<file path="config.mk">
export PLATFORM = sky130hd
export DESIGN_NAME = hd_err_inject_ctrl_flat
export DESIGN_NICKNAME = d
export VERILOG_FILES = /design/src/rtl/hd_err_inject_ctrl_pkg.sv /design/src/rtl/hd_err_inject_ctrl_if.sv /design/src/rtl/hd_err_inject_ctrl_lfsr.sv /design/src/rtl/hd_err_inject_ctrl.sv /design/src/flat_wrapper.sv
export SDC_FILE = /design/constraint.sdc
export NUM_CORES = 1
export LEC_CHECK = 0
export CORE_MARGIN = 5
export CORE_UTILIZATION = 65
export DETAILED_ROUTE_END_ITERATION = 10
export DONT_BUFFER_PORTS = 1
export PLACE_DENSITY = 0.81
export SETUP_SLACK_MARGIN = 0.2
export SLEW_MARGIN = 30
export SYNTH_ARGS = -nofsm -noshare
export SYNTH_HDL_FRONTEND = slang
export SYNTH_SLANG_ARGS = --single-unit
</file>
<file path="constraint.sdc">
create_clock -name clk -period 6.05 [get_ports clk]
set_input_delay 0.605 -clock clk [delete_from_list [all_inputs] [get_ports clk]]
set_output_delay 0.605 -clock clk [all_outputs]
set_load 0.05 [all_outputs]
</file>
<file path="src/rtl/hd_err_inject_ctrl_pkg.sv">
// Shared types, constants and helpers for the Hamming
// error-injection controller.
package hd_inject_pkg;

  typedef enum logic [1:0] {
    MODE_RANDOM = 2'd0,
    MODE_FIXED  = 2'd1,
    MODE_SWEEP  = 2'd2
  } mode_e;

  typedef enum logic [1:0] {
    ST_IDLE = 2'd0,
    ST_RUN  = 2'd1,
    ST_DONE = 2'd2
  } state_e;

  localparam logic [31:0] LFSR_TAPS = 32'h80200003;

  function automatic logic [5:0] popcount(input logic [31:0] v);
    logic [5:0] c;
    c = '0;
    for (int b = 0; b < 32; b++) c = c + 6'(v[b]);
    return c;
  endfunction

endpackage

</file>
<file path="src/rtl/hd_err_inject_ctrl_if.sv">
// Codeword stream in and corrupted stream out, valid/ready on
// both sides; slave is the injector, master the environment.
interface hd_err_inject_ctrl_if #(
  parameter int N = 7
);
  logic         in_valid;
  logic         in_ready;
  logic [N-1:0] in_data;
  logic         out_valid;
  logic         out_ready;
  logic [N-1:0] out_data;
  logic [N-1:0] out_mask;

  modport master (
    output in_valid, in_data, out_ready,
    input  in_ready, out_valid, out_data, out_mask
  );

  modport slave (
    input  in_valid, in_data, out_ready,
    output in_ready, out_valid, out_data, out_mask
  );
endinterface

</file>
<file path="src/rtl/hd_err_inject_ctrl_lfsr.sv">
// 32-bit right-shifting Galois LFSR, one step per enable.
// Seed must be nonzero or the register locks up.
module hd_lfsr32
  import hd_inject_pkg::*;
#(
  parameter logic [31:0] SEED = 32'h1
) (
  input  logic        clk,
  input  logic        rst_n,
  input  logic        en,
  output logic [31:0] state
);
  always_ff @(posedge clk or negedge rst_n) begin
    if (!rst_n) begin
      state <= SEED;
    end else if (en) begin
      state <= (state >> 1) ^ (state[0] ? LFSR_TAPS : 32'h0);
    end
  end
endmodule

</file>
<file path="src/rtl/hd_err_inject_ctrl.sv">
// Sequenced error injector between Hamming encoder and decoder:
// flips 0-3 bits per codeword and tracks burst statistics.
module hd_err_inject_ctrl
  import hd_inject_pkg::*;
#(
  parameter int          K         = 4,
  parameter int          M         = 3,
  parameter logic [31:0] LFSR_SEED = 32'h1
) (
  input  logic        clk,
  input  logic        rst_n,
  input  logic [1:0]  cfg_mode,
  input  logic [1:0]  cfg_num_errs,
  input  logic [4:0]  cfg_pos0,
  input  logic [4:0]  cfg_pos1,
  input  logic [4:0]  cfg_pos2,
  input  logic [15:0] cfg_burst_len,
  input  logic        start,
  input  logic        stop,
  hd_err_inject_ctrl_if.slave io,
  output logic        busy,
  output logic        done,
  output logic [15:0] words_cnt,
  output logic [17:0] flips_cnt
);
  localparam int N = K + M;
  localparam logic [4:0]  NM1 = 5'(N - 1);
  localparam logic [4:0]  NM2 = 5'(N - 2);
  localparam logic [12:0] NW  = 13'(N);

  state_e       state_q, state_d;
  mode_e        mode_q;
  logic [1:0]   ne_q;
  logic [4:0]   pos0_q, pos1_q, pos2_q;
  logic [15:0]  burst_q, acc_q;
  logic         stop_pend_q;
  logic [4:0]   si_q, sj_q, si_d, sj_d, sk;
  logic [31:0]  lfsr;
  logic         lfsr_unused;
  logic         start_go, closed, accept;
  logic         out_hs, last_hs;
  logic         em1, em2, em3;
  logic [4:0]   rp0, rp1, rp2;
  logic [N-1:0] mask_rnd, mask_fix, mask_swp, mask;
  logic         ov_q;
  logic [N-1:0] od_q, om_q;
  logic [18:0]  fsum;

  function automatic logic [N-1:0] onehot(input logic [4:0] p);
    logic [31:0] t;
    t = 32'd1 << p;
    return ({27'd0, p} < 32'(N)) ? t[N-1:0] : '0;
  endfunction

  hd_lfsr32 #(.SEED(LFSR_SEED)) u_lfsr (
    .clk   (clk),
    .rst_n (rst_n),
    .en    (accept && mode_q == MODE_RANDOM),
    .state (lfsr)
  );

  assign lfsr_unused = ^lfsr[31:24];

  assign start_go = (state_q == ST_IDLE) && start;
  assign out_hs   = ov_q && io.out_ready;
  assign last_hs  = out_hs && (burst_q != 16'd0) &&
                    ({1'b0, words_cnt} + 17'd1 == {1'b0, burst_q});
  // Intake shuts after the last burst slot or once stop is pending.
  assign closed   = stop_pend_q ||
                    ((burst_q != 16'd0) && (acc_q == burst_q));
  assign io.in_ready = busy && !closed && !stop &&
                       (!ov_q || io.out_ready);
  assign accept   = io.in_valid && io.in_ready;

  assign io.out_valid = ov_q;
  assign io.out_data  = od_q;
  assign io.out_mask  = om_q;

  always_ff @(posedge clk or negedge rst_n) begin
    if (!rst_n) state_q <= ST_IDLE;
    else        state_q <= state_d;
  end

  always_comb begin
    state_d = state_q;
    busy    = 1'b0;
    done    = 1'b0;
    unique case (state_q)
      ST_IDLE: if (start) state_d = ST_RUN;
      ST_RUN: begin
        busy = 1'b1;
        if (last_hs || (out_hs && stop_pend_q) ||
            (stop && (!ov_q || io.out_ready)))
          state_d = ST_DONE;
      end
      ST_DONE: begin
        done    = 1'b1;
        state_d = ST_IDLE;
      end
      default: state_d = ST_IDLE;
    endcase
  end

  always_ff @(posedge clk or negedge rst_n) begin
    if (!rst_n) begin
      mode_q      <= MODE_RANDOM;
      ne_q        <= '0;
      pos0_q      <= '0;
      pos1_q      <= '0;
      pos2_q      <= '0;
      burst_q     <= '0;
      acc_q       <= '0;
      stop_pend_q <= 1'b0;
    end else if (start_go) begin
      unique case (cfg_mode)
        2'd0:    mode_q <= MODE_RANDOM;
        2'd2:    mode_q <= MODE_SWEEP;
        default: mode_q <= MODE_FIXED;
      endcase
      ne_q        <= cfg_num_errs;
      pos0_q      <= cfg_pos0;
      pos1_q      <= cfg_pos1;
      pos2_q      <= cfg_pos2;
      burst_q     <= cfg_burst_len;
      acc_q       <= '0;
      stop_pend_q <= 1'b0;
    end else begin
      if (accept) acc_q <= acc_q + 16'd1;
      if (busy && stop && ov_q && !io.out_ready)
        stop_pend_q <= 1'b1;
    end
  end

  assign em1 = ne_q != 2'd0;
  assign em2 = ne_q[1];
  assign em3 = ne_q == 2'd3;

  assign rp0 = 5'(({5'd0, lfsr[7:0]}   * NW) >> 8);
  assign rp1 = 5'(({5'd0, lfsr[15:8]}  * NW) >> 8);
  assign rp2 = 5'(({5'd0, lfsr[23:16]} * NW) >> 8);
  assign sk  = (sj_q == NM1) ? 5'd0 : sj_q + 5'd1;

  always_comb begin
    mask_rnd = (em1 ? onehot(rp0) : '0) ^
               (em2 ? onehot(rp1) : '0) ^
               (em3 ? onehot(rp2) : '0);
    mask_fix = (em1 ? onehot(pos0_q) : '0) ^
               (em2 ? onehot(pos1_q) : '0) ^
               (em3 ? onehot(pos2_q) : '0);
    mask_swp = (em1 ? onehot(si_q) : '0) |
               (em2 ? onehot(sj_q) : '0) |
               ((em3 && sk != si_q) ? onehot(sk) : '0);
    unique case (mode_q)
      MODE_RANDOM: mask = mask_rnd;
      MODE_SWEEP:  mask = mask_swp;
      default:     mask = mask_fix;
    endcase
  end

  // Pairs advance lexicographically over i<j, wrapping to (0,1).
  always_comb begin
    si_d = si_q;
    sj_d = sj_q;
    unique case (ne_q)
      2'd1: si_d = (si_q == NM1) ? 5'd0 : si_q + 5'd1;
      2'd2, 2'd3: begin
        if (sj_q != NM1) begin
          sj_d = sj_q + 5'd1;
        end else if (si_q == NM2) begin
          si_d = 5'd0;
          sj_d = 5'd1;
        end else begin
          si_d = si_q + 5'd1;
          sj_d = si_q + 5'd2;
        end
      end
      default: ;
    endcase
  end

  always_ff @(posedge clk or negedge rst_n) begin
    if (!rst_n) begin
      si_q <= 5'd0;
      sj_q <= 5'd1;
    end else if (start_go) begin
      si_q <= 5'd0;
      sj_q <= 5'd1;
    end else if (accept && mode_q == MODE_SWEEP) begin
      si_q <= si_d;
      sj_q <= sj_d;
    end
  end

  always_ff @(posedge clk or negedge rst_n) begin
    if (!rst_n) begin
      ov_q <= 1'b0;
      od_q <= '0;
      om_q <= '0;
    end else if (accept) begin
      ov_q <= 1'b1;
      od_q <= io.in_data ^ mask;
      om_q <= mask;
    end else if (out_hs) begin
      ov_q <= 1'b0;
    end
  end

  assign fsum = {1'b0, flips_cnt} + 19'(popcount(32'(om_q)));

  always_ff @(posedge clk or negedge rst_n) begin
    if (!rst_n) begin
      words_cnt <= '0;
      flips_cnt <= '0;
    end else if (start_go) begin
      words_cnt <= '0;
      flips_cnt <= '0;
    end else if (out_hs) begin
      if (words_cnt != 16'hFFFF) words_cnt <= words_cnt + 16'd1;
      flips_cnt <= fsum[18] ? 18'h3FFFF : fsum[17:0];
    end
  end
endmodule

</file>
<file path="src/flat_wrapper.sv">
// flat-port wrapper written by rule: the top's interface ports become plain ports
module hd_err_inject_ctrl_flat import hd_inject_pkg::*;
#(
  parameter int          K         = 4,
  parameter int          M         = 3,
  parameter logic [31:0] LFSR_SEED = 32'h1
)
  (clk, rst_n, cfg_mode, cfg_num_errs, cfg_pos0, cfg_pos1, cfg_pos2, cfg_burst_len, start, stop, busy, done, words_cnt, flips_cnt, io_in_valid, io_in_data, io_out_ready, io_in_ready, io_out_valid, io_out_data, io_out_mask);
  hd_err_inject_ctrl_if io_i ();
  input  logic clk;
  input  logic rst_n;
  input  logic [1:0] cfg_mode;
  input  logic [1:0] cfg_num_errs;
  input  logic [4:0] cfg_pos0;
  input  logic [4:0] cfg_pos1;
  input  logic [4:0] cfg_pos2;
  input  logic [15:0] cfg_burst_len;
  input  logic start;
  input  logic stop;
  output logic busy;
  output logic done;
  output logic [15:0] words_cnt;
  output logic [17:0] flips_cnt;
  input wire logic [$bits(io_i.in_valid)-1:0] io_in_valid;
  input wire logic [$bits(io_i.in_data)-1:0] io_in_data;
  input wire logic [$bits(io_i.out_ready)-1:0] io_out_ready;
  output wire logic [$bits(io_i.in_ready)-1:0] io_in_ready;
  output wire logic [$bits(io_i.out_valid)-1:0] io_out_valid;
  output wire logic [$bits(io_i.out_data)-1:0] io_out_data;
  output wire logic [$bits(io_i.out_mask)-1:0] io_out_mask;
  assign io_i.in_valid = io_in_valid;
  assign io_i.in_data = io_in_data;
  assign io_i.out_ready = io_out_ready;
  assign io_in_ready = io_i.in_ready;
  assign io_out_valid = io_i.out_valid;
  assign io_out_data = io_i.out_data;
  assign io_out_mask = io_i.out_mask;
  hd_err_inject_ctrl #(.K(K), .M(M), .LFSR_SEED(LFSR_SEED)) u_core (.clk(clk), .rst_n(rst_n), .cfg_mode(cfg_mode), .cfg_num_errs(cfg_num_errs), .cfg_pos0(cfg_pos0), .cfg_pos1(cfg_pos1), .cfg_pos2(cfg_pos2), .cfg_burst_len(cfg_burst_len), .start(start), .stop(stop), .io(io_i), .busy(busy), .done(done), .words_cnt(words_cnt), .flips_cnt(flips_cnt));
endmodule
</file>
==> results of run 1 <==
-- per-stage QoR --
step	power (mW)	area (sq um)	hold WS, ns	instances	util (%)
after global placement	3.08	9990	0.315	1237	66.0
after global routing	4.57	10600	0.00725	1270	70.1
after floorplan	2.79	9990	0.309	1093	-
after detailed placement	3.15	9990	0.315	1237	66.0
after CTS	4.28	10600	0.00766	1270	70.1
final	4.27	10600	0.0272	1270	70.1
-- final cells by class --
type	instances	area, sq um	share of cell area, %
Sequential cell	145	3630	34.2
Inverter	45	169	1.59
Tap cell	188	235	2.21
Clock inverter	12	144	1.35
Timing Repair Buffer	6	65.1	0.613
Multi-Input combinational cell	854	5920	55.7
Clock buffer	20	457	4.30
-- cells by family (layout without fill, tap and decap cells) --
group           Yosys count  after routing  share of synthesized area (%)
buf+inv                  94             83                           4.44
flops                   145            145                           36.4
mux                      42             42                           4.52
fa+ha+maj                68             68                           10.4
compound gates          188            188                           12.3
simple gates            468            468                           23.5
xor+xnor                 88             88                           8.51
-- what timing repair did --
action                                 in CTS  in global routing
setup endpoints to repair                   0                  0
hold buffers                                1                  0
endpoints found under the hold margin     143                  0
-- how the worst min path moves through the flow --
stage	start	end	slack, ns
after floorplan	rst_n	u_core.acc_q[0]	0.31
after global placement	rst_n	u_core.u_lfsr.state[10]	0.32
after detailed placement	rst_n	u_core.u_lfsr.state[10]	0.31
after CTS	rst_n	u_core.u_lfsr.state[0]	0.008
after global routing	rst_n	u_core.u_lfsr.state[0]	0.007
final	rst_n	u_core.u_lfsr.state[0]	0.03
-- cell usage in the layout, fill, tap and decap left out, types with 16 or more instances in the layout --
cell	n
and3_1	20
nand3_1	46
nand4_1	29
o21ai_0	41
nor2_1	76
mux2i_1	17
nor3_1	37
inv_1	45
nor4_1	16
mux2_2	25
nand2_1	161
dfrtp_1	143
a21oi_1	48
xor2_1	30
ha_1	43
xnor2_1	52
clkbuf_16	17
fa_1	25
-- state kept, by name, indices dropped and copies added, names as in the netlist, 5 cells and up --
register / flops
u_core.acc_q: 16
u_core.si_q: 5
u_core.pos1_q: 5
u_core.io.out_data: 7
u_core.pos0_q: 5
u_core.words_cnt: 16
u_core.u_lfsr.state: 32
u_core.burst_q: 16
u_core.pos2_q: 5
u_core.sj_q: 5
u_core.io.out_mask: 7
u_core.flips_cnt: 18
-- power by group --
group / total [mW] / switching (mW) / internal, mW
clock: 1.07 / 0.434 / 0.639
combinational: 1.49 / 0.884 / 0.601
sequential: 1.71 / 0.539 / 1.17
total: 4.27 / 1.86 / 2.41
-- per-layer routing --
| layer | share of wire (%) | routed length (um) |
|---|---|---|
| met1 | 44 | 10100 |
| met2 | 47 | 10800 |
| met3 | 7.6 | 1760 |
| met4 | 2.1 | 480 |
| met5 | 0 | 0 |
-- critical path: cells and delay by family (launching register included) --
family,cells,cell delay (ns)
buffers and inverters,4,0.25
AND/OR/NAND/NOR,3,1.10
AO/OA/AOI/OAI,3,0.57
flip-flops,1,0.74
adder cells (fa/ha/maj),6,2.40
==> summary.txt, run 1 <==
M3 GR Usage - 6.45%
max_slew headroom - 35.6%
required time of the critical path - 6.36 ns
FF-to-FF End - u_core.flips_cnt[8]
RSZ-0062 raised after global routing - no
post-CTS setup buffers - 0
post_cts resized - 0
post-DP HPWL - 16.2 mm
Rows - 45
Port Buf Inserts - 0
vias per std cell - 6.35
crit path launch - u_core.io.out_mask[0]
outcome - complete, no violations
initial antenna violation count - 0
CTS Buf Count - 17
Arrival @ worst endpoint - 5.49 ns
layer with the highest usage - met2
GR Util met1 - 37.8%
vias in the first global route - 7,920
Crit Path Category - reg2reg
sequential share of the synthesized area - 36.4%
first-iteration detailed-routing DRC count - 725
Avg WL per Cell - 18.3 um
Setup Total Neg Slack - 0 ns
max-slew violations - 0
first-pass GRT wire length - 39.6 mm
fraction of layout cells with a size suffix above 1 - 8.23%
final WL - 23.2 mm
Synth Instances - 1,093
number of synthesized flops with an enable pin - 0
CTS Buffer Depth - 2
number of routed nets with antenna violations - 0
grt met2 use - 42.5%
Hold WC Path Type - in2async
Vias - 8,065
clock skew - 0.00932 ns
Tcrit/Tclk final - 85.6%
Residual DRC - 0
Commonest cells post-synth - nand2_1, dfrtp_1, nor2_1
Setup-failing EPs final - 0
peak supply drop - 0.306 mV
die area - 0.0179 sq mm
Setup crit end kind - flop
number of register bits inferred by synthesis - 145
leakage - 4.88 nW
Synth Warn # - 0
I/O pin count - 100
Post-Syn Area - 0.00999 sq mm
fill count - 1,157
largest net degree at the start of global routing - 144
top_reg_cell synth - dfrtp_1
CP Capture Point - u_core.flips_cnt[8]
reg2reg setup slack - 0.87 ns
H-tree levels - 4
Tmin final - 5.18 ns
critical path's slowest cell - dfrtp_1
core area - 0.0151 sq mm
CP Max Fanout - 14
Reg2Reg Depth - 16
CTS Sinks - 145
clock root buffer - clkbuf_16
Reg2Reg Launch Point - u_core.io.out_mask[0]
Critical Path, Cell by Cell - ha_1, inv_1, fa_1, fa_1, inv_1, ha_1, fa_1, inv_1, fa_1, inv_1, a21oi_1, o21bai_1, nand4_1, or3b_2, and2_1, a311oi_1
Worst-Skew Late Latency - 0.42 ns
CTS tree - built
area leader, netlist - dfrtp_1
Mean Syn Cell Area - 9.14 sq um
clk slew on worst S/H paths - 0.06 ns
Final Hold Violating Endpoints - 0
largest cells by area after synthesis - dfrtp_1, nand2_1, ha_1, fa_1, xnor2_1
Yosys top cell area share - 35.8%
die width - 134 um
slowest stage delay, CP - 0.74 ns
Nets - 1,185
chip height - 134 um
maximum clock frequency - 0.193 GHz
pwr/cell area - 402 mW/mm^2
final worst slack - 0.872 ns
asr flop ratio synth - 100%
Post-Syn Nets - 1,209
Worst-Margin Slew - 0.964 ns
drt first pass iters - 6
Starting Density - 65.9%
max cap viols - 0
Worst setup SP type - flop
synth unique cells - 82
Area growth, synth to finish - 6.35%
GR Overflow Total - 0
routability cong. - 0.911
diodes inserted - 0
Tot GR Track Use - 27.0%
count leader, synth - nand2_1
dpl ws - 0.928 ns
Note: power is estimated with default switching activity, not from simulation.
==> run 2, diff against run 1 <==
CORE_ASPECT_RATIO = 1.4   (was default)
SLEW_MARGIN = default   (was 30)
==> run 2 against run 1 <==
Against the previous run:
- hold slack lost 0.0077 ns
- clock power is essentially flat
- core utilization grew 0.51 points
- fmax grew 0.52%
- sequential power is essentially flat
- first-iteration DRC count shrank 20%
- cell count grew 0.39%
- count of clock-buffer cells in the layout is the same
- register-to-register slack gained 0.03 ns
- critical endpoint is now u_core.flips_cnt[9]
- highest routed layer unchanged
==> summary.txt, run 2 (synthesis gave the netlist of run 1 again) <==
die area - 0.0180 sq mm (+0.20%)
worst path bufs/invs - 4 (unchanged)
chip height - 157 um (+17%)
Starting Density - 66.3% (+0.41 points)
Setup crit end kind - flop
required time of the critical path - 6.37 ns (about the same)
family with the most delay on the worst path - adder cells
Residual DRC - 0 (unchanged)
routability cong. - 0.877 (-3.7%)
diodes inserted - 0 (unchanged)
fill count - 1,146 (-0.95%)
Worst-Skew Late Latency - 0.43 ns (about the same)
clock skew - 0.0108 ns (+0.00147 ns)
initial antenna violation count - 0 (unchanged)
Worst setup SP type - flop
CTS Sinks - 145 (unchanged)
number of routed nets with antenna violations - 0 (unchanged)
leakage - 4.89 nW (+0.22%)
area of the multi-input gates - 0.00592 sq mm (about the same)
vias in the first global route - 7,982 (+0.78%)
top flop regs - u_core.u_lfsr.state x32, u_core.flips_cnt x18
Pwr Total - 4.28 mW (+0.26%)
outcome - complete, no violations
first-pass GRT wire length - 39.6 mm (about the same)
hold buffers post-CTS - 1 (unchanged)
Avg WL per Cell - 18.5 um (+1.5%)
CTS Buf Count - 17 (unchanged)
Final Hold Violating Endpoints - 0 (unchanged)
largest net degree at the start of global routing - 144 (unchanged)
critical path's slowest cell - dfrtp_1
die width - 115 um (-14%)
Top reg by flops - u_core.u_lfsr.state
CTS Buffer Depth - 2 (unchanged)
Tmin final - 5.15 ns (-0.0269 ns)
GR Overflow Total - 0 (unchanged)
max_slew headroom - 29.3% (-6.3 points)
peak supply drop - 0.467 mV (+53%)
Port Buf Inserts - 0 (unchanged)
Nets - 1,186 (+0.084%)
Crit Path Category - reg2reg
CP Max Fanout - 14 (unchanged)
drt first pass iters - 5 (-1)
most common cell after layout, fill and taps aside - nand2_1
clk slew on worst S/H paths - 0.06 ns (about the same)
Hold WC Path Type - in2async
core area - 0.0151 sq mm (-0.61%)
H-tree levels - 4 (unchanged)
first-iteration detailed-routing DRC count - 583 (-20%)
Arrival @ worst endpoint - 5.48 ns (about the same)
Tcrit/Tclk final - 85.1% (-0.45 points)
max-slew violations - 0 (unchanged)
Vias - 8,059 (-0.074%)
Tot GR Track Use - 27.5% (+0.49 points)
pwr/cell area - 403 mW/mm^2 (+0.15%)
RSZ-0062 raised after global routing - no
maximum clock frequency - 0.194 GHz (+0.52%)
most frequent cells in the layout - nand2_1, dfrtp_1, nor2_1
clock root buffer - clkbuf_16
Post-Layout Cell Count - 1,275 (+0.39%)
vias per std cell - 6.32 (-0.47%)
Worst-Margin Slew - 1.06 ns (+0.0923 ns)
fraction of layout cells with a size suffix above 1 - 8.13% (-0.10 points)
post_cts resized - 0 (unchanged)
CTS tree - built
Critical Path, Cell by Cell - ha_1, inv_1, fa_1, fa_1, inv_1, ha_1, fa_1, inv_1, fa_1, inv_1, a21oi_1, o21bai_1, nand4_1, or3b_2, nand2_1, nor2_1, a211oi_1
Setup Total Neg Slack - 0 ns (unchanged)
I/O pin count - 100 (unchanged)
Rows - 53 (+18%)
max reg flops - 32 (unchanged)
Inst Count DP - 1,242 (+0.40%)
Area growth, synth to finish - 6.46%
final WL - 23.6 mm (+1.9%)
max cap viols - 0 (unchanged)
storage element area - 0.00363 sq mm (unchanged)
post-CTS setup buffers - 0 (unchanged)
slowest stage delay, CP - 0.72 ns (-0.02 ns)
Setup-failing EPs final - 0 (unchanged)
post-DP HPWL - 16.6 mm (+2.0%)
[run 2: worst paths after layout]
kind	slack, ns	end	cells past startpoint	startpoint
min in group clk	0.28	u_core.pos1_q[2]	2	cfg_pos1[2]
worst max-delay path	0.90	u_core.flips_cnt[9]	17	u_core.io.out_mask[0]
worst min-delay path	0.02	u_core.sj_q[0]	0	rst_n
max in group asynchronous	5.36	u_core.pos1_q[4]	1	rst_n
worst max register to register	0.90	u_core.flips_cnt[9]	17	u_core.io.out_mask[0]
worst min register to register	0.47	u_core.pos0_q[3]	2	u_core.pos0_q[3]
[run 2: routing by layer]
| layer | up-vias | share of wire, % | global-route usage, % |
|---|---|---|---|
| met3 | 52 | 7.4 | 6.81 |
| met2 | 286 | 50 | 46.5 |
| li1 | 3822 | - | - |
| met1 | 3899 | 40 | 34.0 |
| met4 | 0 | 2.8 | 10.1 |
| met5 | - | 0 | 0 |
[run 2: layout make-up]
| type | count | area share [%] |
|---|---|---|
| multi-input combinational | 854 | 55.7 |
| sequential | 145 | 34.2 |
| clock buffer | 20 | 4.20 |
| tap | 192 | 2.26 |
| inverter | 45 | 1.59 |
| clock inverter | 12 | 1.46 |
| timing repair buffer | 7 | 0.683 |
[run 2: worst reg2reg max path: cells and delay by family (launching register included)]
kind,cells,cell delay (ns)
flops,1,0.72
fa+ha+maj,6,2.42
compound gates,3,0.55
buf+inv,4,0.27
simple gates,4,1.09
[run 2: power by group]
group	total (mW)	switching (mW)	internal [mW]
sequential	1.70	0.523	1.17
clock	1.09	0.431	0.662
combinational	1.49	0.887	0.605
[run 2: metrics by stage]
step                      hold WS [ns]  instance area, sq um  util [%]  worst slack, ns
after floorplan                  0.309                  9990         -             1.34
after global placement           0.319                 10000      66.4             1.03
after detailed placement         0.318                 10000      66.4            0.955
after CTS                       0.0104                 10600      70.6            0.907
after global routing           0.00771                 10600      70.6            0.617
final                           0.0195                 10600      70.6            0.899
